<file path="src/rtl/rx_data_sampler_pkg.sv">
// Shared definitions for the UART RX front end: legal oversampling ratios,
// the default frame length and the 2-of-3 bit vote.
package uart_rx_pkg;

   localparam int PRESC_8        = 8;
   localparam int PRESC_16       = 16;
   localparam int PRESC_32       = 32;
   localparam int FRAME_BITS_MAX = 11;

   function automatic logic maj3(input logic a, input logic b, input logic c);
      return (a & b) | (a & c) | (b & c);
   endfunction

endpackage

</file>
<file path="src/rtl/rx_data_sampler_if.sv">
// Bundle between the RX FSM / line side and the oversampling front end.
interface rx_data_sampler_if #(
   parameter int PRESCALE_W = 6,
   parameter int BIT_CNT_W  = 4
);

   logic                  rx_in;
   logic [PRESCALE_W-1:0] prescale;
   logic                  smp_en;
   logic                  sampled_bit;
   logic                  done;
   logic [PRESCALE_W-1:0] edge_cnt;
   logic [BIT_CNT_W-1:0]  bit_cnt;
   logic                  bit_end;

   modport master (
      output rx_in, prescale, smp_en,
      input  sampled_bit, done, edge_cnt, bit_cnt, bit_end
   );

   modport slave (
      input  rx_in, prescale, smp_en,
      output sampled_bit, done, edge_cnt, bit_cnt, bit_end
   );

endinterface

</file>
<file path="src/rtl/rx_data_sampler_edge_bit_counter.sv">
// Oversampling edge counter and frame bit counter, with the prescale value
// captured once at the start of each frame.
module edge_bit_counter
   import uart_rx_pkg::*;
#(
   parameter int PRESCALE_W = 6,
   parameter int BIT_CNT_W  = 4
) (
   input  logic                  clk,
   input  logic                  rst,
   input  logic                  smp_en,
   input  logic [PRESCALE_W-1:0] prescale,
   output logic [PRESCALE_W-1:0] edge_cnt,
   output logic [BIT_CNT_W-1:0]  bit_cnt,
   output logic                  bit_end,
   output logic [PRESCALE_W-1:0] half,
   output logic                  active
);

   logic [PRESCALE_W-1:0] p_reg;
   logic [PRESCALE_W-1:0] p_dec;
   logic [PRESCALE_W-1:0] p_last;
   logic                  smp_en_q;
   logic                  rise;

   always_comb begin
      p_dec = PRESCALE_W'(PRESC_8);
      if (prescale == PRESCALE_W'(PRESC_16)) begin
         p_dec = PRESCALE_W'(PRESC_16);
      end else if (prescale == PRESCALE_W'(PRESC_32)) begin
         p_dec = PRESCALE_W'(PRESC_32);
      end
   end

   assign p_last  = p_reg - PRESCALE_W'(1);
   assign half    = p_reg >> 1;
   assign rise    = smp_en & ~smp_en_q;
   assign bit_end = smp_en & active & (edge_cnt == p_last);

   // smp_en_q resets high so that an smp_en held high through reset is not
   // mistaken for a new frame; a genuine 0->1 is needed to start counting.
   always_ff @(posedge clk or negedge rst) begin
      if (!rst) begin
         p_reg    <= PRESCALE_W'(PRESC_8);
         smp_en_q <= 1'b1;
         active   <= 1'b0;
         edge_cnt <= '0;
         bit_cnt  <= '0;
      end else begin
         smp_en_q <= smp_en;
         if (!smp_en) begin
            active   <= 1'b0;
            edge_cnt <= '0;
            bit_cnt  <= '0;
         end else if (rise) begin
            active   <= 1'b1;
            p_reg    <= p_dec;
            edge_cnt <= '0;
            bit_cnt  <= '0;
         end else if (active) begin
            if (edge_cnt == p_last) begin
               edge_cnt <= '0;
               if (bit_cnt != {BIT_CNT_W{1'b1}}) begin
                  bit_cnt <= bit_cnt + BIT_CNT_W'(1);
               end
            end else begin
               edge_cnt <= edge_cnt + PRESCALE_W'(1);
            end
         end
      end
   end

endmodule

</file>
<file path="src/rtl/rx_data_sampler.sv">
// UART RX oversampling front end: three samples around each bit centre,
// a 2-of-3 vote, and a one-cycle done strobe carrying the result.
module rx_data_sampler
   import uart_rx_pkg::*;
#(
   parameter int PRESCALE_W = 6,
   parameter int BIT_CNT_W  = 4
) (
   input  logic             clk,
   input  logic             rst,
   rx_data_sampler_if.slave bus
);

   logic [PRESCALE_W-1:0] edge_cnt;
   logic [BIT_CNT_W-1:0]  bit_cnt;
   logic [PRESCALE_W-1:0] half;
   logic [PRESCALE_W-1:0] half_m1;
   logic [PRESCALE_W-1:0] half_m2;
   logic                  bit_end;
   logic                  active;
   logic                  run;
   logic                  s0;
   logic                  s1;
   logic                  sampled_bit;
   logic                  done;

   edge_bit_counter #(
      .PRESCALE_W (PRESCALE_W),
      .BIT_CNT_W  (BIT_CNT_W)
   ) counter (
      .clk      (clk),
      .rst      (rst),
      .smp_en   (bus.smp_en),
      .prescale (bus.prescale),
      .edge_cnt (edge_cnt),
      .bit_cnt  (bit_cnt),
      .bit_end  (bit_end),
      .half     (half),
      .active   (active)
   );

   assign half_m1 = half - PRESCALE_W'(1);
   assign half_m2 = half - PRESCALE_W'(2);
   assign run     = bus.smp_en & active;

   // Gating on smp_en at the decision edge is what suppresses done when the
   // frame is abandoned exactly at the bit centre.
   always_ff @(posedge clk or negedge rst) begin
      if (!rst) begin
         s0          <= 1'b0;
         s1          <= 1'b0;
         sampled_bit <= 1'b0;
         done        <= 1'b0;
      end else begin
         done <= 1'b0;
         if (!run) begin
            s0 <= 1'b0;
            s1 <= 1'b0;
         end else begin
            if (edge_cnt == half_m2) begin
               s0 <= bus.rx_in;
            end
            if (edge_cnt == half_m1) begin
               s1 <= bus.rx_in;
            end
            if (edge_cnt == half) begin
               sampled_bit <= maj3(s0, s1, bus.rx_in);
               done        <= 1'b1;
            end
         end
      end
   end

   assign bus.sampled_bit = sampled_bit;
   assign bus.done        = done;
   assign bus.edge_cnt    = edge_cnt;
   assign bus.bit_cnt     = bit_cnt;
   assign bus.bit_end     = bit_end;

endmodule

</file>
<file path="src/flat_wrapper.sv">
// flat-port wrapper written by rule: the top's interface ports become plain ports
module rx_data_sampler_flat import uart_rx_pkg::*;
#(
   parameter int PRESCALE_W = 6,
   parameter int BIT_CNT_W  = 4
)
  (clk, rst, bus_rx_in, bus_prescale, bus_smp_en, bus_sampled_bit, bus_done, bus_edge_cnt, bus_bit_cnt, bus_bit_end);
  rx_data_sampler_if #(.PRESCALE_W(PRESCALE_W), .BIT_CNT_W(BIT_CNT_W)) bus_i ();
  input  logic clk;
  input  logic rst;
  input wire logic [$bits(bus_i.rx_in)-1:0] bus_rx_in;
  input wire logic [$bits(bus_i.prescale)-1:0] bus_prescale;
  input wire logic [$bits(bus_i.smp_en)-1:0] bus_smp_en;
  output wire logic [$bits(bus_i.sampled_bit)-1:0] bus_sampled_bit;
  output wire logic [$bits(bus_i.done)-1:0] bus_done;
  output wire logic [$bits(bus_i.edge_cnt)-1:0] bus_edge_cnt;
  output wire logic [$bits(bus_i.bit_cnt)-1:0] bus_bit_cnt;
  output wire logic [$bits(bus_i.bit_end)-1:0] bus_bit_end;
  assign bus_i.rx_in = bus_rx_in;
  assign bus_i.prescale = bus_prescale;
  assign bus_i.smp_en = bus_smp_en;
  assign bus_sampled_bit = bus_i.sampled_bit;
  assign bus_done = bus_i.done;
  assign bus_edge_cnt = bus_i.edge_cnt;
  assign bus_bit_cnt = bus_i.bit_cnt;
  assign bus_bit_end = bus_i.bit_end;
  rx_data_sampler #(.PRESCALE_W(PRESCALE_W), .BIT_CNT_W(BIT_CNT_W)) u_core (.clk(clk), .rst(rst), .bus(bus_i));
endmodule
</file>
<file path="config.mk">
export PLATFORM = sky130hd
export DESIGN_NAME = rx_data_sampler_flat
export DESIGN_NICKNAME = d
export VERILOG_FILES = /design/src/rtl/rx_data_sampler_pkg.sv /design/src/rtl/rx_data_sampler_if.sv /design/src/rtl/rx_data_sampler_edge_bit_counter.sv /design/src/rtl/rx_data_sampler.sv /design/src/flat_wrapper.sv
export SDC_FILE = /design/constraint.sdc
export NUM_CORES = 1
export LEC_CHECK = 0
export ABC_AREA = 1
export ABC_CLOCK_PERIOD_IN_PS = 3640
export CORE_MARGIN = 2
export CORE_UTILIZATION = 33
export CTS_CLUSTER_DIAMETER = 150
export DETAILED_ROUTE_END_ITERATION = 10
export GPL_ROUTABILITY_DRIVEN = 0
export HOLD_SLACK_MARGIN = 0.08
export PLACE_DENSITY = 0.52
export SLEW_MARGIN = 0
export SYNTH_ARGS = -nofsm -noshare
export SYNTH_HDL_FRONTEND = slang
export SYNTH_SLANG_ARGS = --single-unit
</file>
<file path="constraint.sdc">
create_clock -name clk -period 3.64 [get_ports clk]
set_input_delay 0.546 -clock clk [delete_from_list [all_inputs] [get_ports clk]]
set_output_delay 0.546 -clock clk [all_outputs]
set_load 0.05 [all_outputs]
</file>
### Word-level counts from Yosys, hierarchy flattened

Index checks and enable logic that the tools add are counted.

| storage, ports and cells | value |
|---|---|
| input port bits | 10 |
| logic and storage cells | 58 |
| output and inout port bits | 13 |
| register bits | 22 |

| operators by class | value |
|---|---|
| equal/unequal tests | 13 |
| bitwise gates (word level) | 9 |
| reductions and logical operators | 3 |
| multiplexer cells | 19 |
| add/sub/neg operators | 5 |

Operators by type and width:

| operator | count |
|---|---|
| $mux W6 | 6 |
| $mux W4 | 5 |
| $eq A6 B6 Y1 | 3 |
| $ne A3 B1 Y1 const B | 3 |
| $mux W1 | 8 |
| $add A6 B1 Y6 const B | 1 |
| $and A1 B1 Y1 | 6 |
| $eq A6 B5 Y1 | 1 |
| $eq A6 B5 Y1 const B | 1 |
| $eq A6 B6 Y1 const B | 1 |
| $sub A5 B1 Y6 const B | 1 |
| $sub A5 B2 Y6 const B | 1 |
| $sub A6 B1 Y6 const B | 1 |
| $add A4 B1 Y4 const B | 1 |
| $ne A2 B2 Y1 const B | 2 |
| $ne A4 B4 Y1 const B | 1 |
| $reduce_and A2 Y1 | 2 |
| $reduce_and A3 Y1 | 1 |
| $ne A2 B1 Y1 const B | 1 |
| $or A1 B1 Y1 | 2 |
| $not A1 Y1 | 1 |

### Longest topological paths before layout

| logic depth | value |
|---|---|
| depth in word-level cells | 6 |
| gate-level depth with buffers | 12 |
| mapped depth without buffers | 12 |

### Modules after synthesis

Synthesis repeated with hierarchy kept, for this count alone.

| unflattened totals | value |
|---|---|
| cells, all modules | 227 |
| area total of the unflattened synthesis | 1483.9 µm² |

Modules (own cells, without submodules):

| module | cells an instance | seq. area each (µm²) | area each (µm²) | instances |
|---|---|---|---|---|
| edge_bit_counter | 114 | 377.9 | 903.4 | 1 |
| rx_data_sampler | 113 | 100.1 | 580.6 | 1 |

### Worst setup path after synthesis

Ideal clock, no wire load.

| timing path | value |
|---|---|
| kind | register -> output |
| from | register u_core.counter.edge_cnt[0] |
| to | output port bus_bit_end |
| slack | 1045 ps |
| cell stages (with the launch flop) | 8 |
| buffers on the path | 0 |
| required time | 3094 ps |
| arrival time | 2049 ps |
| cells stage by stage | dfrtp_1 ha_1 nand2_2 clkinv_2 nand3_4 nor2_8 nand2_4 nor2_1 |

| on the way | value |
|---|---|
| cells in the longest elaborated chain, start to end | 2 |

Ends and longest elaborated chain:

| what | line | RTL |
|---|---|---|
| start, declared | rx_data_sampler_edge_bit_counter.sv:13 | `output logic [PRESCALE_W-1:0] edge_cnt,` |
| start signal, assigned | rx_data_sampler_edge_bit_counter.sv:67 | `edge_cnt <= edge_cnt + PRESCALE_W'(1);` |
| $eq A6 B6 Y1 | rx_data_sampler_edge_bit_counter.sv:38 | `assign bit_end = smp_en & active & (edge_cnt == p_last);` |
| $and A1 B1 Y1 | rx_data_sampler_edge_bit_counter.sv:38 |  |
| end, declared | flat_wrapper.sv:18 | `output wire logic [$bits(bus_i.bit_end)-1:0] bus_bit_end;` |

No other way between the ends.

### Final worst setup path

| timing path | value |
|---|---|
| from | register u_core.counter.p_reg[3] |
| to | output port bus_bit_end |

| on the way | value |
|---|---|
| cells in the longest elaborated chain, start to end | 3 |

Ends and longest elaborated chain:

| what | line | RTL |
|---|---|---|
| start, declared | rx_data_sampler_edge_bit_counter.sv:20 | `logic [PRESCALE_W-1:0] p_reg;` |
| start signal, assigned | rx_data_sampler_edge_bit_counter.sv:44 | `p_reg <= PRESCALE_W'(PRESC_8);` |
| start signal, assigned | rx_data_sampler_edge_bit_counter.sv:57 | `p_reg <= p_dec;` |
| $sub A6 B1 Y6 | rx_data_sampler_edge_bit_counter.sv:35 | `assign p_last = p_reg - PRESCALE_W'(1);` |
| $eq A6 B6 Y1 | rx_data_sampler_edge_bit_counter.sv:38 |  |
| $and A1 B1 Y1 | rx_data_sampler_edge_bit_counter.sv:38 |  |

No other way between the ends.

==> impl_metrics.csv <==
group,metric,value,unit
floorplan,die_width,65.9,um
clocking,postCtsSetupBuffers,0,
timing,unrepaired_setup_endpoints_after_global_routing,"no",
clocking,worst_setup_hold_path_clk_slew,0.07,ns
clocking,clock_path_buffers,2,
floorplan,coreArea,3660,um2
clocking,clock_tree_root_driver_cell,"sky130_fd_sc_hd__clkbuf_8",
global_routing,initial_antenna_violation_count,0,
timing,maxSlewViolCount,0,
power_and_ir_drop,power_switching,132,uW
timing,report.final.setup_viol,0,
floorplan,floorplan.rows,22,
route,routed_wirelength,2.76,mm
floorplan,fp.dieArea,4340,um2
layout,layout-area-overhead-vs-synth,24.9,%
clocking,postCtsHoldBufs,0,
timing,fin_crit_sh,86.3,%
layout,antenna-diode-count,0,
worst_setup_path,startpoint_type,"flip-flop",
logic_synthesis,syn_nets,171,
power_and_ir_drop,switching_part_of_the_total_power,28.7,%
logic_synthesis,post_synth_inst_count,156,
worst_setup_path,arrival,2.60,ns
timing,timing.slew.headroom,38.1,%
clocking,cts_num_sinks,19,
placed_design,dp_hpwl,2.17,mm
worst_setup_path,worst_ep_required_time,3.09,ns
power_and_ir_drop,cell_internal_pwr,330,uW
worst_setup_path,timing.critical_path.fanout_max,4,
power_and_ir_drop,share_comb_of_total_power,18.9,%
layout,post_layout_nets,197,
floorplan,initial_core_util,34.5,%
power_and_ir_drop,power.share.clock,32.6,%
timing,number_of_hold_slack_violations_in_the_final_timing_report,0,
route,drt-vias-per-instance,4.69,
floorplan,die_height,65.9,um
global_routing,first_global_vias,1080,
logic_synthesis,seq_area_frac_synth,37.9,%
flow_run,max-cap-violations,0,
clocking,numCtsBuffers,3,
timing,worst_clock_skew,0.00217,ns
worst_setup_path,timing.setup.critical_path_class,"reg -> out",
min_path,hold_path.class,"reg -> reg",
route,detailedRoute.firstPassIterationCount,4,
power_and_ir_drop,p_leak,0.760,nW
run_status,run_status,"finished, final reports clean",
route,drt_iter0_drc,12,
timing,maxClockFrequency,318,MHz
clocking,worstSkewPairLatency,0.26,ns
logic_synthesis,synth_cell_type_count,30,
power_and_ir_drop,pwr_density_cell,293,nW/um2
route,number_of_remaining_drc_errors,0,
layout,largest_register_ffs,6,
layout,layout.cells.most_common,"sky130_fd_sc_hd__nand2_1",
placed_design,dpl_cell_area,1530,um2
layout,post_route_cells_drive_above_1_share,16.0,%
route,antenna_left,0,
logic_synthesis,synth_area_per_cell,8.09,um2
logic_synthesis,post_synth_instance_area,1260,um2
timing,final.min_clock_period,3.14,ns
timing,setup_total_negative_slack,0,ns
logic_synthesis,synthesis.yosys.warnings,0,
global_routing,grt_max_degree,20,
timing,worst_pin_slew,0.926,ns
layout,mostFrequentLayoutCells,"sky130_fd_sc_hd__nand2_1 (36), sky130_fd_sc_hd__clkdlybuf4s50_1 (22), sky130_fd_sc_hd__inv_1 (19)",
clocking,h-tree-depth,1,
global_routing,grt-ovfl-total,0,
layout,finish.instance_area,1580,um2
clocking,cts_resized,0,
worst_setup_path,critPathCaptureType,"primary output",
global_routing,grtUsageTotal,14.8,%
layout,utilization,43.1,%
global_routing,first_pass_grt_wire_length,4.82,mm
power_and_ir_drop,ir_drop,0.000102,V
clocking,tritoncts_clock_tree,"done",
route,wl_per_cell,12.1,um
placed_design,placement.io_buffers,22,
floorplan,io_pins,23,
power_and_ir_drop,share_seq_of_total_power,48.6,%
route,num_vias,1075,
logic_synthesis,synth.ff_latch_count,19,
[worst paths after layout]
kind	from	endpoint	slack, ns	depth (start not counted)
setup reg to reg	u_core.counter.p_reg[3]$_DFFE_PN1P_	u_core.counter.bit_cnt[2]$_DFFE_PN0P_	1.86	9
min in group asynchronous	rst	u_core.counter.p_reg[5]$_DFFE_PN0P_	0.81	1
hold reg to reg	u_core.bus.sampled_bit$_DFFE_PN0P_	u_core.bus.sampled_bit$_DFFE_PN0P_	0.49	2
max in group asynchronous	rst	u_core.counter.edge_cnt[1]$_DFFE_PN0P_	2.27	1
setup / recovery	u_core.counter.p_reg[3]$_DFFE_PN1P_	bus_bit_end	0.50	7
hold / removal	u_core.bus.sampled_bit$_DFFE_PN0P_	u_core.bus.sampled_bit$_DFFE_PN0P_	0.49	2
[cells by family after synthesis]
logic type	after synthesis	share of synthesized area (%)
AO/OA/AOI/OAI	13	5.95
XOR/XNOR	8	6.74
adder cells (fa/ha/maj)	6	5.75
buffers and inverters	28	9.02
flip-flops	19	37.9
AND/OR/NAND/NOR	82	34.7
[power groups by stage]
| stage | Clock (mW) | Sequential (mW) | Combinational (mW) |
|---|---|---|---|
| 2_1_floorplan | 0 | 0.235 | 0.0515 |
| 3_3_place_gp | 0 | 0.228 | 0.0858 |
| 3_5_place_dp | 0 | 0.229 | 0.0876 |
| 4_1_cts | 0.156 | 0.225 | 0.0885 |
| 5_1_grt | 0.169 | 0.226 | 0.0959 |
| 6_report | 0.150 | 0.224 | 0.0872 |
[synth_stat cells (all sizes together)]
master	instances	area (um2)
a21oi	2	10.0
a22o	1	8.76
buf	1	11.3
clkinv	2	8.75
dfrtp	17	425
dfstp	2	52.6
ha	5	62.6
inv	25	93.8
maj3	1	10.0
nand2	45	206
nand3	11	77.6
nand3b	1	20.0
nand4	8	50.1
nor2	15	72.6
nor3	1	5.00
o21ai	6	30.0
o22ai	3	18.8
o31ai	1	7.51
or2	1	6.26
xnor2	1	16.3
xor2	7	68.8
[through the flow]
| stage | power (mW) | std cells | hold WS, ns | setup slack (ns) |
|---|---|---|---|---|
| floorplan | 0.286 | 156 | 0.250 | 1.04 |
| global placement | 0.314 | 225 | 0.462 | 0.811 |
| detailed placement | 0.316 | 225 | 0.480 | 0.789 |
| CTS | 0.469 | 229 | 0.499 | 0.483 |
| global route | 0.491 | 229 | 0.508 | 0.392 |
| finish | 0.462 | 229 | 0.491 | 0.497 |
[final cells by class]
class                      count  area [um2]
inverter                      27         103
sequential                    19         478
tap                           48        60.1
timing repair buffer          22         220
clock buffer                   4        45.0
multi-input combinational    109         671
fill                         373        2080
[worst max-delay path, cell delays in order, from the launching register on]
cell and delay [ns]:
sky130_fd_sc_hd__dfstp_2 0.57, sky130_fd_sc_hd__inv_2 0.06, sky130_fd_sc_hd__ha_1 0.35, sky130_fd_sc_hd__xnor2_2 0.20
sky130_fd_sc_hd__nor2_8 0.16, sky130_fd_sc_hd__nand2_4 0.08, sky130_fd_sc_hd__nor2_1 0.10, sky130_fd_sc_hd__clkdlybuf4s50_1 0.81
[per-layer routing]
metal	wire length, um	track usage (%)	part of all wire (%)	up-vias
met5	0	0	0	-
met4	51	7.03	1.8	0
met3	97	1.87	3.5	5
met2	1400	27.1	51	20
met1	1210	16.8	44	505
li1	-	-	-	545
(Power assumes the default switching activity.)
